<file path="src/rtl/jtdd2_pkg.sv">
// jtdd2_pkg: shared state encoding and default timing for the shared-RAM arbiter
package jtdd2_pkg;
  typedef enum logic [2:0] {S_IDLE, S_REQ, S_GRANT, S_REL, S_ABORT} state_t;
  localparam int HOLD_DEF = 8;
  localparam int TOUT_DEF = 1024;
endpackage

</file>
<file path="src/rtl/jtdd2_share_arb_if.sv">
// jtdd2_share_arb_if: main/sub shared-RAM handshake bundle
interface jtdd2_share_arb_if;
  logic main_cs, main_wrn, sw_halt, mcu_ban;
  logic mcu_halt, main_wait, ram_we, rd_ff, granted, tout_err;
  modport master (
    output main_cs, main_wrn, sw_halt, mcu_ban,
    input  mcu_halt, main_wait, ram_we, rd_ff, granted, tout_err
  );
  modport slave (
    input  main_cs, main_wrn, sw_halt, mcu_ban,
    output mcu_halt, main_wait, ram_we, rd_ff, granted, tout_err
  );
endinterface

</file>
<file path="src/rtl/jtdd2_share_tmr.sv">
// jtdd2_share_tmr: loadable saturating up/down counter with terminal-count flag
module jtdd2_share_tmr #(
  parameter int         W    = 8,
  parameter bit         UP   = 1'b0,
  parameter logic [W-1:0] TERM = '0
) (
  input  logic         clk,
  input  logic         rst,
  input  logic         cen_i,
  input  logic         load_i,
  input  logic [W-1:0] ld_val_i,
  output logic         tc_o
);
  logic [W-1:0] cnt_q, cnt_d;
  logic         sat;
  always_comb begin
    sat   = UP ? cnt_q == TERM : cnt_q == '0;
    cnt_d = load_i ? ld_val_i : (cen_i && !sat) ? (UP ? cnt_q + 1'b1 : cnt_q - 1'b1) : cnt_q;
  end
  always_ff @(posedge clk) cnt_q <= rst ? '0 : cnt_d;
  assign tc_o = cnt_q == TERM;
endmodule

</file>
<file path="src/rtl/jtdd2_share_arb.sv">
// jtdd2_share_arb: sequences main-CPU access to the sub-CPU shared RAM via bus halt
module jtdd2_share_arb
  import jtdd2_pkg::*;
#(
  parameter int HOLD = HOLD_DEF,
  parameter int TOUT = TOUT_DEF
) (
  input logic clk,
  input logic rst,
  input logic cen4,
  jtdd2_share_arb_if.slave bus
);
  localparam int TW = $clog2(TOUT);
  state_t st_q, st_d;
  logic   err_q, err_d, acc, hold_tc, tout_tc;
  assign acc = bus.main_cs | bus.sw_halt;
  // hold sits preloaded outside GRANT, so entering GRANT always starts a full linger
  jtdd2_share_tmr #(.W(8), .UP(1'b0), .TERM(8'd1)) u_hold (
    .clk      (clk),
    .rst      (rst),
    .cen_i    (cen4 && st_q == S_GRANT),
    .load_i   (st_q != S_GRANT || acc),
    .ld_val_i (8'(HOLD)),
    .tc_o     (hold_tc)
  );
  jtdd2_share_tmr #(.W(TW), .UP(1'b1), .TERM(TW'(TOUT - 1))) u_tout (
    .clk      (clk),
    .rst      (rst),
    .cen_i    (cen4 && st_q == S_REQ && bus.mcu_ban),
    .load_i   (st_q != S_REQ),
    .ld_val_i ('0),
    .tc_o     (tout_tc)
  );
  always_comb begin
    st_d = st_q;
    if (cen4)
      case (st_q)
        S_IDLE:  st_d = acc ? S_REQ : S_IDLE;
        S_REQ:   st_d = !bus.mcu_ban ? S_GRANT : tout_tc ? S_ABORT : S_REQ;
        S_GRANT: st_d = bus.mcu_ban ? S_REQ : (!acc && hold_tc) ? S_REL : S_GRANT;
        S_REL:   st_d = acc ? S_REQ : bus.mcu_ban ? S_IDLE : S_REL;
        S_ABORT: st_d = acc ? S_ABORT : S_IDLE;
        default: st_d = S_IDLE;
      endcase
    err_d = err_q | (st_q == S_REQ && st_d == S_ABORT);
  end
  always_ff @(posedge clk) begin
    st_q  <= rst ? S_IDLE : st_d;
    err_q <= rst ? 1'b0 : err_d;
  end
  assign bus.mcu_halt  = st_q == S_REQ || st_q == S_GRANT;
  assign bus.granted   = st_q == S_GRANT;
  assign bus.main_wait = !rst && bus.main_cs && st_q != S_GRANT && st_q != S_ABORT;
  assign bus.ram_we    = st_q == S_GRANT && bus.main_cs && !bus.main_wrn && !bus.mcu_ban;
  assign bus.rd_ff     = st_q == S_ABORT && bus.main_cs;
  assign bus.tout_err  = err_q;
endmodule

</file>
<file path="src/flat_wrapper.sv">
// flat-port wrapper written by rule: the top's interface ports become plain ports
module jtdd2_share_arb_flat import jtdd2_pkg::*;
#(
  parameter int HOLD = HOLD_DEF,
  parameter int TOUT = TOUT_DEF
)
  (clk, rst, cen4, bus_main_cs, bus_main_wrn, bus_sw_halt, bus_mcu_ban, bus_mcu_halt, bus_main_wait, bus_ram_we, bus_rd_ff, bus_granted, bus_tout_err);
  jtdd2_share_arb_if bus_i ();
  input logic clk;
  input logic rst;
  input logic cen4;
  input wire logic [$bits(bus_i.main_cs)-1:0] bus_main_cs;
  input wire logic [$bits(bus_i.main_wrn)-1:0] bus_main_wrn;
  input wire logic [$bits(bus_i.sw_halt)-1:0] bus_sw_halt;
  input wire logic [$bits(bus_i.mcu_ban)-1:0] bus_mcu_ban;
  output wire logic [$bits(bus_i.mcu_halt)-1:0] bus_mcu_halt;
  output wire logic [$bits(bus_i.main_wait)-1:0] bus_main_wait;
  output wire logic [$bits(bus_i.ram_we)-1:0] bus_ram_we;
  output wire logic [$bits(bus_i.rd_ff)-1:0] bus_rd_ff;
  output wire logic [$bits(bus_i.granted)-1:0] bus_granted;
  output wire logic [$bits(bus_i.tout_err)-1:0] bus_tout_err;
  assign bus_i.main_cs = bus_main_cs;
  assign bus_i.main_wrn = bus_main_wrn;
  assign bus_i.sw_halt = bus_sw_halt;
  assign bus_i.mcu_ban = bus_mcu_ban;
  assign bus_mcu_halt = bus_i.mcu_halt;
  assign bus_main_wait = bus_i.main_wait;
  assign bus_ram_we = bus_i.ram_we;
  assign bus_rd_ff = bus_i.rd_ff;
  assign bus_granted = bus_i.granted;
  assign bus_tout_err = bus_i.tout_err;
  jtdd2_share_arb #(.HOLD(HOLD), .TOUT(TOUT)) u_core (.clk(clk), .rst(rst), .cen4(cen4), .bus(bus_i));
endmodule
</file>
<file path="config.mk">
export PLATFORM = sky130hd
export DESIGN_NAME = jtdd2_share_arb_flat
export DESIGN_NICKNAME = d
export VERILOG_FILES = /design/src/rtl/jtdd2_pkg.sv /design/src/rtl/jtdd2_share_arb_if.sv /design/src/rtl/jtdd2_share_tmr.sv /design/src/rtl/jtdd2_share_arb.sv /design/src/flat_wrapper.sv
export SDC_FILE = /design/constraint.sdc
export NUM_CORES = 1
export LEC_CHECK = 0
export ABC_AREA = 1
export CORE_ASPECT_RATIO = 0.6
export CORE_MARGIN = 10
export CORE_UTILIZATION = 56
export CTS_CLUSTER_SIZE = 40
export DETAILED_ROUTE_END_ITERATION = 16
export GPL_TIMING_DRIVEN = 0
export HOLD_SLACK_MARGIN = 0.12
export MAX_ROUTING_LAYER = met4
export PLACE_DENSITY = 0.88
export REMOVE_ABC_BUFFERS = 1
export SETUP_SLACK_MARGIN = 0.05
export SLEW_MARGIN = 20
export SYNTH_ARGS = -nofsm -noshare
export SYNTH_HDL_FRONTEND = slang
export SYNTH_SLANG_ARGS = --single-unit
</file>
<file path="constraint.sdc">
create_clock -name clk -period 1.7 [get_ports clk]
set_input_delay 0.34 -clock clk [delete_from_list [all_inputs] [get_ports clk]]
set_output_delay 0.34 -clock clk [all_outputs]
set_load 0.05 [all_outputs]
</file>
==> run summary <==
RUN STATUS
------------------------------------------------------------------------------------------------------
Status .................................................................................. finished, final reports clean

CLOCK NETWORK
------------------------------------------------------------------------------------------------------
Clock transition at the register clock pins on the worst setup and hold paths after CTS .      0.08 ns
CTS Buf Count ...........................................................................            3
Clk sinks ...............................................................................           22
Source-to-sink clock delay at the later pin of the worst-skew pair ......................      0.27 ns
H-tree depth ............................................................................            1
TritonCTS clock tree ....................................................................          yes
Clock Path Buffers ......................................................................            2
Post-cts hold buffer count ..............................................................            0
Root Buffer Master ...................................................................... sky130_fd_sc_hd__clkbuf_8

PLACED DESIGN
------------------------------------------------------------------------------------------------------
Final weighted congestion of routability-driven global placement ........................        0.894
Number of port buffers ..................................................................           12
Area after DPL ..........................................................................  0.00153 mm²
Post-detailed-placement half-perimeter wirelength .......................................      2340 µm
Dpl ws ..................................................................................    -0.960 ns

CELLS AND AREA
------------------------------------------------------------------------------------------------------
Fraction of final layout cells sized beyond drive strength 1 ............................        0.188
N_diodes ................................................................................            0
Area grow syn2layout ....................................................................        22.2%
Layout Cell Area excl Fill ..............................................................  0.00169 mm²
Net count of the finished layout ........................................................          235
Finished Core Util ......................................................................        0.748

DRT
------------------------------------------------------------------------------------------------------
DRC violation count after routing .......................................................            0
Vias ....................................................................................         1352
1st-iter DRT viols ......................................................................          137
Post-DR wirelength/cell .................................................................      13.4 µm
Via count normalized by instance count ..................................................         5.34
Drt first pass iters ....................................................................            4
Total length of routed wires ............................................................      3400 µm
Post-route antenna net violation count ..................................................            0

GRT
------------------------------------------------------------------------------------------------------
Via count of the first global-routing pass ..............................................         1198
Tot GR Track Use ........................................................................        0.138
Wire length of the first global-routing pass ............................................      5530 µm
Sum of overflow across all layers after global routing ..................................            0
Grt met1 use ............................................................................        0.181
Antenna violations before repair ........................................................            0
Largest net degree at the start of global routing .......................................           13
Most crowded layer after global routing .................................................         met2
Routing usage on met3 ...................................................................       0.0412
GR met2 Demand/Resource .................................................................        0.204

YOSYS
------------------------------------------------------------------------------------------------------
Most area-consuming cells after synthesis ............................................... sky130_fd_sc_hd__dfxtp_1 (32%), sky130_fd_sc_hd__nand2_1 (14%), sky130_fd_sc_hd__inv_1 (8.4%)
Total number of yosys warnings ..........................................................            0
Ys flop type ............................................................................ sky130_fd_sc_hd__dfxtp_1
Top-area cell type share of the netlist area ............................................        0.318
Number of flops mapped to enable cells by yosys .........................................            0
Most common cell in the netlist ......................................................... sky130_fd_sc_hd__nand2_1
Mapped Avg Cell Area ....................................................................     6.72 µm²
Leading post-synthesis cells by instance count .......................................... sky130_fd_sc_hd__nand2_1 (50), sky130_fd_sc_hd__inv_1 (31), sky130_fd_sc_hd__nor2_1 (27), sky130_fd_sc_hd__dfxtp_1 (22), sky130_fd_sc_hd__a21oi_1 (18)
Cell type with the largest total area after synthesis ................................... sky130_fd_sc_hd__dfxtp_1
Flop and latch count out of synthesis ...................................................           22
Share of flip-flops with an asynchronous set or reset after synthesis ...................            0
Syn Inst Count ..........................................................................          206
Sequential-to-total area share from yosys stat ..........................................        0.318
Synth unique cells ......................................................................           28
Cell area after technology mapping ......................................................  0.00138 mm²

TIMING
------------------------------------------------------------------------------------------------------
Post-route worst setup slack ............................................................    0.0399 ns
Hold Violations, Final ..................................................................            0
Highest clock frequency the design can meet .............................................      602 MHz
Final Cycle Share .......................................................................        0.977
Number of pins exceeding their max-slew limit in the final report .......................            0
Measured slew at the worst slew-check pin ...............................................     0.492 ns
Slew headroom ...........................................................................        0.674
Total of endpoints with negative setup slack in the final report ........................            0
Crit path time final ....................................................................      1.66 ns
Clk_skew ................................................................................   0.00484 ns
RSZ-0062 raised after global routing ....................................................         true

FLOORPLANNING
------------------------------------------------------------------------------------------------------
Boundary pin count ......................................................................           13
Initial Util ............................................................................        0.612
Core footprint ..........................................................................  0.00226 mm²
Die Ht ..................................................................................      58.5 µm
Total Die Area ..........................................................................  0.00492 mm²
Horizontal die dimension ................................................................      84.2 µm
Placement row count .....................................................................           13

SETUP PATH
------------------------------------------------------------------------------------------------------
CP max FO ...............................................................................            5
Reg2reg setup slack .....................................................................      0.17 ns
Crit end category .......................................................................  output port
Arrival @ worst endpoint ................................................................      1.32 ns
Setup CP Type ...........................................................................      reg2out
Required time of the worst setup path ...................................................      1.36 ns
Sort of element at the start of the critical path .......................................         flop

POWER
------------------------------------------------------------------------------------------------------
VDD IR-drop max .........................................................................   0.000399 V
Cell Pwr Density ........................................................................   619 mW/mm²
Standby leakage power ...................................................................     0.657 nW
Overall Power ...........................................................................      1.05 mW

MIN PATH
------------------------------------------------------------------------------------------------------
Worst min-delay path category ...........................................................      reg2reg

FLOW RUN
------------------------------------------------------------------------------------------------------
Max cap viols ...........................................................................            0

==> report_power, final <==
part	internal [mW]	switching [mW]
Combinational	0.0477	0.0960
Clock	0.207	0.175
Sequential	0.516	0.00578
Total	0.771	0.277
==> cell families (layout without fill, tap and decap cells) <==
family | count (synthesis) | after routing | synth area share
xor gates and xnor gates | 9 | 9 | 0.0570
AOI/OAI and AO/OA | 28 | 28 | 0.109
and+or+nand+nor | 109 | 110 | 0.382
DFF | 22 | 22 | 0.318
buffers and inverters | 34 | 50 | 0.0976
adders and majority gates | 4 | 4 | 0.0362
==> cells in the final DEF, fill, tap and decap left out, drive strengths merged, types with 4 or more instances in the layout <==
cell     n
a21oi   19
o21ai    6
inv     32
nand4    5
xor2     6
dfxtp   22
clkbuf   4
nand3   13
nand2   52
nor2    34
buf      7
ha       4
==> state kept, by name (all words and copies together) (netlist names) <==
name,count
u_core.bus.tout_err,1
u_core.u_hold.cnt_q,8
u_core.u_tout.cnt_q,10
u_core.st_q,3
==> worst max-delay path: stages, from the launching register on <==
cell and delay, ns:
sky130_fd_sc_hd__dfxtp_4 0.36, sky130_fd_sc_hd__buf_6 0.12, sky130_fd_sc_hd__nor2_4 0.05, sky130_fd_sc_hd__a2111oi_4 0.31, sky130_fd_sc_hd__buf_6 0.21
==> worst paths after layout <==
kind,cells after the start,startpoint,endpoint
max reg2reg,7,u_core.u_tout.cnt_q[0],u_core.u_tout.cnt_q[1]
min reg2reg,2,u_core.u_hold.cnt_q[0],u_core.u_hold.cnt_q[0]
min,2,u_core.u_hold.cnt_q[0],u_core.u_hold.cnt_q[0]
max,4,u_core.st_q[0],bus_main_wait
==> per-layer routing <==
layer / vias to the layer above / wire (µm)
met5: - / 0
met4: 0 / 0
met3: 0 / 321
met2: 66 / 1480
met1: 592 / 1600
li1: 694 / -
==> metrics by stage <==
| step | TNS, ns | std cells | hold slack (ns) |
|---|---|---|---|
| after global routing | -0.00650 | 253 | 0.515 |
| after floorplan | -3.21 | 204 | 0.409 |
| final | 0 | 253 | 0.492 |
| after global placement | -4.29 | 246 | 0.455 |
| after detailed placement | -4.48 | 246 | 0.463 |
| after CTS | -0.0597 | 252 | 0.492 |
==> what timing repair did <==
action | CTS | global route
cloned | 0 | 1
endpoints found under the setup margin | 8 | 15
setup buffers | 2 | 0
pin swaps | 2 | 4
resized for setup | 47 | 18
==> area by class of cell <==
type                            instances  area, µm²
Timing Repair Buffer                   14        128
Fill cell                             165        569
Sequential cell                        22        454
Clock buffer                            4       55.1
Tap cell                               30       37.5
Multi-Input combinational cell        151        892
Inverter                               32        125
(Power assumes the default switching activity.)
